==> config.mk <==
export PLATFORM = sky130hd
export DESIGN_NAME = aes_block_loader
export DESIGN_NICKNAME = d
export VERILOG_FILES = /design/src/rtl/aes_block_loader.sv
export SDC_FILE = /design/constraint.sdc
export NUM_CORES = 1
export LEC_CHECK = 0
export BUFFER_PORTS_ARGS = -buffer_cell sky130_fd_sc_hd__buf_4
export CAP_MARGIN = 20
export CORE_MARGIN = 8
export CORE_UTILIZATION = 50
export CTS_BUF_LIST = sky130_fd_sc_hd__clkbuf_2 sky130_fd_sc_hd__clkbuf_4 sky130_fd_sc_hd__clkbuf_8
export DETAILED_ROUTE_END_ITERATION = 16
export PLACE_DENSITY = 0.77
export SLEW_MARGIN = 20
export SYNTH_ARGS = -nofsm -noshare
export SYNTH_HDL_FRONTEND = slang
export SYNTH_SLANG_ARGS = --single-unit
==> constraint.sdc <==
create_clock -name clk -period 3 [get_ports clk]
set_input_delay 0.45 -clock clk [delete_from_list [all_inputs] [get_ports clk]]
set_output_delay 0.45 -clock clk [all_outputs]
set_load 0.05 [all_outputs]
==> src/rtl/aes_block_loader.sv <==
// Byte-stream front end for a 128-bit AES encrypt core: gathers a 16-byte key,
// then 16-byte plaintext blocks, and hands each block to the core with a start pulse.
module aes_block_loader #(
    parameter int unsigned TIMEOUT_CYCLES = 64
) (
    input  logic         clk,
    input  logic         reset,
    input  logic         key_reload,
    input  logic [7:0]   in_byte,
    input  logic         in_valid,
    output logic         in_ready,
    output logic [127:0] secret_key,
    output logic [127:0] plain_text,
    output logic         start,
    input  logic         core_done,
    output logic         busy,
    output logic         key_valid,
    output logic         timeout_err
);

    typedef enum logic [1:0] {ST_KEY, ST_TEXT, ST_WAIT} state_e;

    localparam logic [7:0] TMO_LAST = 8'(TIMEOUT_CYCLES - 1);

    state_e       state_q, state_d;
    logic [3:0]   cnt_q, cnt_d;
    logic [127:0] shift_q, shift_d;
    logic [127:0] key_q, key_d;
    logic [127:0] text_q, text_d;
    logic         start_q, start_d;
    logic         busy_q, busy_d;
    logic         key_valid_q, key_valid_d;
    logic         err_q, err_d;
    logic         pend_q, pend_d;
    logic [7:0]   tmo_q, tmo_d;

    logic         accept;
    logic         pend_now;
    logic [127:0] assembled;

    assign in_ready  = ~reset & (state_q != ST_WAIT);
    assign accept    = in_valid & in_ready;
    assign assembled = {shift_q[119:0], in_byte};
    assign pend_now  = pend_q | key_reload;

    always_comb begin
        // NOTE: every next-state signal takes its hold value first, so no path leaves it unassigned and no latch is inferred.
        state_d     = state_q;
        cnt_d       = cnt_q;
        shift_d     = shift_q;
        key_d       = key_q;
        text_d      = text_q;
        start_d     = 1'b0;
        busy_d      = busy_q;
        key_valid_d = key_valid_q;
        err_d       = err_q;
        pend_d      = pend_q;
        tmo_d       = tmo_q;

        unique case (state_q)
            ST_KEY: begin
                if (key_reload) begin
                    cnt_d       = 4'd0;
                    shift_d     = '0;
                    key_valid_d = 1'b0;
                end else if (accept) begin
                    shift_d = assembled;
                    cnt_d   = cnt_q + 4'd1;
                    if (cnt_q == 4'd15) begin
                        key_d       = assembled;
                        key_valid_d = 1'b1;
                        state_d     = ST_TEXT;
                    end
                end
            end

            ST_TEXT: begin
                if (key_reload) begin
                    cnt_d       = 4'd0;
                    shift_d     = '0;
                    key_valid_d = 1'b0;
                    state_d     = ST_KEY;
                end else if (accept) begin
                    shift_d = assembled;
                    cnt_d   = cnt_q + 4'd1;
                    if (cnt_q == 4'd15) begin
                        text_d  = assembled;
                        start_d = 1'b1;
                        busy_d  = 1'b1;
                        tmo_d   = 8'd0;
                        state_d = ST_WAIT;
                    end
                end
            end

            ST_WAIT: begin
                // core_done wins over a timeout landing on the same edge
                if (core_done || tmo_q == TMO_LAST) begin
                    if (!core_done) err_d = 1'b1;
                    busy_d  = 1'b0;
                    tmo_d   = 8'd0;
                    pend_d  = 1'b0;
                    if (pend_now) begin
                        key_valid_d = 1'b0;
                        state_d     = ST_KEY;
                    end else begin
                        state_d = ST_TEXT;
                    end
                end else begin
                    tmo_d  = tmo_q + 8'd1;
                    pend_d = pend_now;
                end
            end

            default: state_d = ST_KEY;
        endcase
    end

    always_ff @(posedge clk) begin
        // NOTE: state registers use non-blocking assignment so every register samples pre-edge values.
        if (reset) begin
            state_q     <= ST_KEY;
            cnt_q       <= 4'd0;
            shift_q     <= '0;
            key_q       <= '0;
            text_q      <= '0;
            start_q     <= 1'b0;
            busy_q      <= 1'b0;
            key_valid_q <= 1'b0;
            err_q       <= 1'b0;
            pend_q      <= 1'b0;
            tmo_q       <= 8'd0;
        end else begin
            state_q     <= state_d;
            cnt_q       <= cnt_d;
            shift_q     <= shift_d;
            key_q       <= key_d;
            text_q      <= text_d;
            start_q     <= start_d;
            busy_q      <= busy_d;
            key_valid_q <= key_valid_d;
            err_q       <= err_d;
            pend_q      <= pend_d;
            tmo_q       <= tmo_d;
        end
    end

    assign secret_key  = key_q;
    assign plain_text  = text_q;
    assign start       = start_q;
    assign busy        = busy_q;
    assign key_valid   = key_valid_q;
    assign timeout_err = err_q;

endmodule

==> impl_results.md <==
- Part of the power in the clock network: 44.8%
- Dpl hpwl: ~25000 um
- Final setup viols: 0
- Sequential share of power: roughly 52%
- Worst path required time: approximately 2.6 ns
- Worst setup EP type: primary output
- Num rows: 61
- Most common cell in the netlist: nand2_1
- Sw Pwr: approximately 2.2 mW
- Syn Area/Cell: roughly 8.4 um2
- Final Cell Area: 17200 um2
- Grt total ovfl: 0
- Post-synth EDFFs: 0
- Root Buffer: clkbuf_8
- Slowest CP cell: dfxtp_1
- Die Footprint: approximately 33000 um2
- Unique masters post-synth: between 40 and 50
- Total GRT Usage: 22.6%
- Predominant post-synthesis flop cell: dfxtp_1
- Slew Limit Fails: 0
- Async SR Flop Fraction: 0%
- Clock latency on the worst-skew pair: roughly 0.6 ns
- Fmax: between 0.4 and 0.5 GHz
- Num CTS Buffers: 61
- Final wirelength: 39500 um
- Min cycle time layout: between 2 and 2.5 ns
- First-pass GRT wire length: just over 60000 um
- Die H: about 180 um
- First-pass iteration count of the detailed router: 5
- FILL cells: 2407
- Buf/Inv on CP: 3
- RSZ-0062 raised after global routing: false
- Final Hold Vio Count: 0
- Core area: 27500 um2
- Initial antenna violation count: 0
- Slew @ Worst Pin: 0.905 ns
- CP max FO: 7
- Via density: around 5.4
- Sw frac: 21.9%
- Layout Skew: 0.0326 ns
- Final Cycle Share: 80.1%
- Pwr Density: between 500 and 600 nW/um2
- CP max stage delay: 0.38 ns
- Seq. cell area: around 7900 um2
- Starting Density: 50.2%
- Top cell type's share of synthesized area: 57.3%
- HP Class: in -> reg
- Syn Nets: approximately 1700
- Post-synth top cells: nand2_1 (522), dfxtp_1 (395), a21oi_1 (267), nor2_1 (126), a22oi_1 (121)
- Max-Cap Viols: 0
- CTS tree: built
- Gp weighted congestion: around 0.81
- Post-cts hold buffer count: 0
- Synth Register Bits: 395
- Pleak: between 6 and 7 nW
- CP startpoint kind: flip-flop
- Relative slew slack: between 30% and 40%
- Clock Sinks: about 400
- Number of I/O port buffers: 273
- Vias in the first global route: 11600
- Crit Path Category: reg -> out
- Post-cts resize count: 0
- Warnings, synthesis: 0
- Area leader, netlist: dfxtp_1
- Total Power: between 10 and 15 mW
- Max Root-Sink Buffers: 3
- Drc violations: 0
- Arrival @ worst endpoint: 1.95 ns
- ANT cells: 0
- Post-Syn Instances: 1641
- Comb pwr share: under 10%
- Layout net count: roughly 1900
- Chip width: 182 um
- Worst path cell trace: inv_1 -> ha_1 -> or2_1 -> inv_2 -> buf_4
- Synth Cell Area: 13800 um2
- I/O Pins: approximately 270
- Setup_tns: 0 ns
- Initial DRC count: 993
- Worst VDD drop: between 0.3 and 0.4 mV
- Internal: roughly 7.9 mW
- Outcome: completed
- Clk slew on worst S/H paths: about 0.060 ns
- Antenna Nets Post-Route: 0
- Routed WL per cell: 17.6 um
- H-tree levels: 2
- Post-CTS Setup Bufs: 0
- Layout cells sized above 1: 21.3%
- Placed instance area: 15900 um2
- Largest net degree at the start of global routing: between 100 and 150
- Post-synthesis sequential area ratio: 57.3%
- Multi-input gate area: 5250 um2
- Area delta synth->final: 24.6%
- Via count: 12200
- Top cells by area, synth: dfxtp_1 (57%), nand2_1 (14%), a21oi_1 (9.7%), a22oi_1 (6.6%), nor2_1 (3.4%)
- CP top delay family: flip-flops
==> kinds of logic after synthesis <==
kind of cell / share of synthesized area (%)
and+or+nand+nor: 19.6
AOI/OAI and AO/OA: 17.4
DFF: 57.3
buffers and inverters: 4.86
adders and majority gates: 0.544
xor gates and xnor gates: 0.127
muxes: 0.145
==> worst paths after layout <==
kind                                              startpoint                           end  slack, ns  depth (start not counted)
worst min register to register  plain_text[114]$_SDFFE_PP0P_  plain_text[114]$_SDFFE_PP0P_       0.45                          2
worst max-delay path                 state_q[0]$_SDFFE_PP0P_                      in_ready       0.60                          5
worst min-delay path                              in_byte[6]    plain_text[6]$_SDFFE_PP0P_       0.12                          3
worst max register to register       state_q[0]$_SDFFE_PP0P_      shift_q[66]$_SDFFE_PP0P_       0.66                          7
==> per-stage QoR <==
stage / hold WS (ns) / util (%) / setup WS, ns / instances
final: 0.119 / 62.6 / 0.598 / 2250
after global routing: 0.0849 / 62.6 / 0.417 / 2250
after CTS: 0.0716 / 62.6 / 0.544 / 2250
after detailed placement: 0.447 / 58.0 / 0.695 / 2148
after global placement: 0.443 / 58.0 / 0.769 / 2148
after floorplan: 0.445 / - / 1.05 / 1641
==> worst reg2reg max path: cells and delay by family, from the launching register on <==
| family | cells | cell delay [ns] |
|---|---|---|
| compound gates | 1 | 0.18 |
| simple gates | 3 | 1.01 |
| flops | 1 | 0.38 |
| fa+ha+maj | 1 | 0.29 |
| buf+inv | 2 | 0.39 |
==> power groups by stage <==
stage	clock, mW	combinational, mW	sequential, mW
2_1_floorplan	0	0.217	5.38
3_3_place_gp	0	0.304	5.38
3_5_place_dp	0	0.307	5.38
4_1_cts	4.62	0.307	5.26
5_1_grt	4.86	0.333	5.26
6_report	4.53	0.309	5.26
==> sequential cells by signal, summed over array words and instances, names as in the netlist <==
signal,cells
key_valid,1
secret_key,128
tmo_q,8
plain_text,128
state_q,2
timeout_err,1
busy,1
pend_q,1
shift_q,120
start,1
cnt_q,4
==> metal layers <==
metal	vias up	share of wire, %	global-route usage, %
li1	5905	-	-
met3	53	8.1	6.56
met2	422	47	36.3
met5	-	0	0
met1	5802	43	29.0
met4	0	2.1	7.31
==> final cells by class <==
type,instances,area share (%)
clock buffer,95,6.88
sequential,395,46.0
inverter,9,0.211
multi-input combinational,1106,30.5
tap,346,2.52
clock inverter,7,0.393
timing repair buffer,292,13.5
==> placed cells by master (no fill, tap or decap), drive strengths merged, types with 6 or more instances in the layout <==
master / count
inv: 9
ha: 6
nor2: 126
o21ai: 8
a21oi: 268
dfxtp: 395
buf: 292
nand2: 522
a22oi: 121
clkbuf: 95
(Power assumes the default switching activity.)
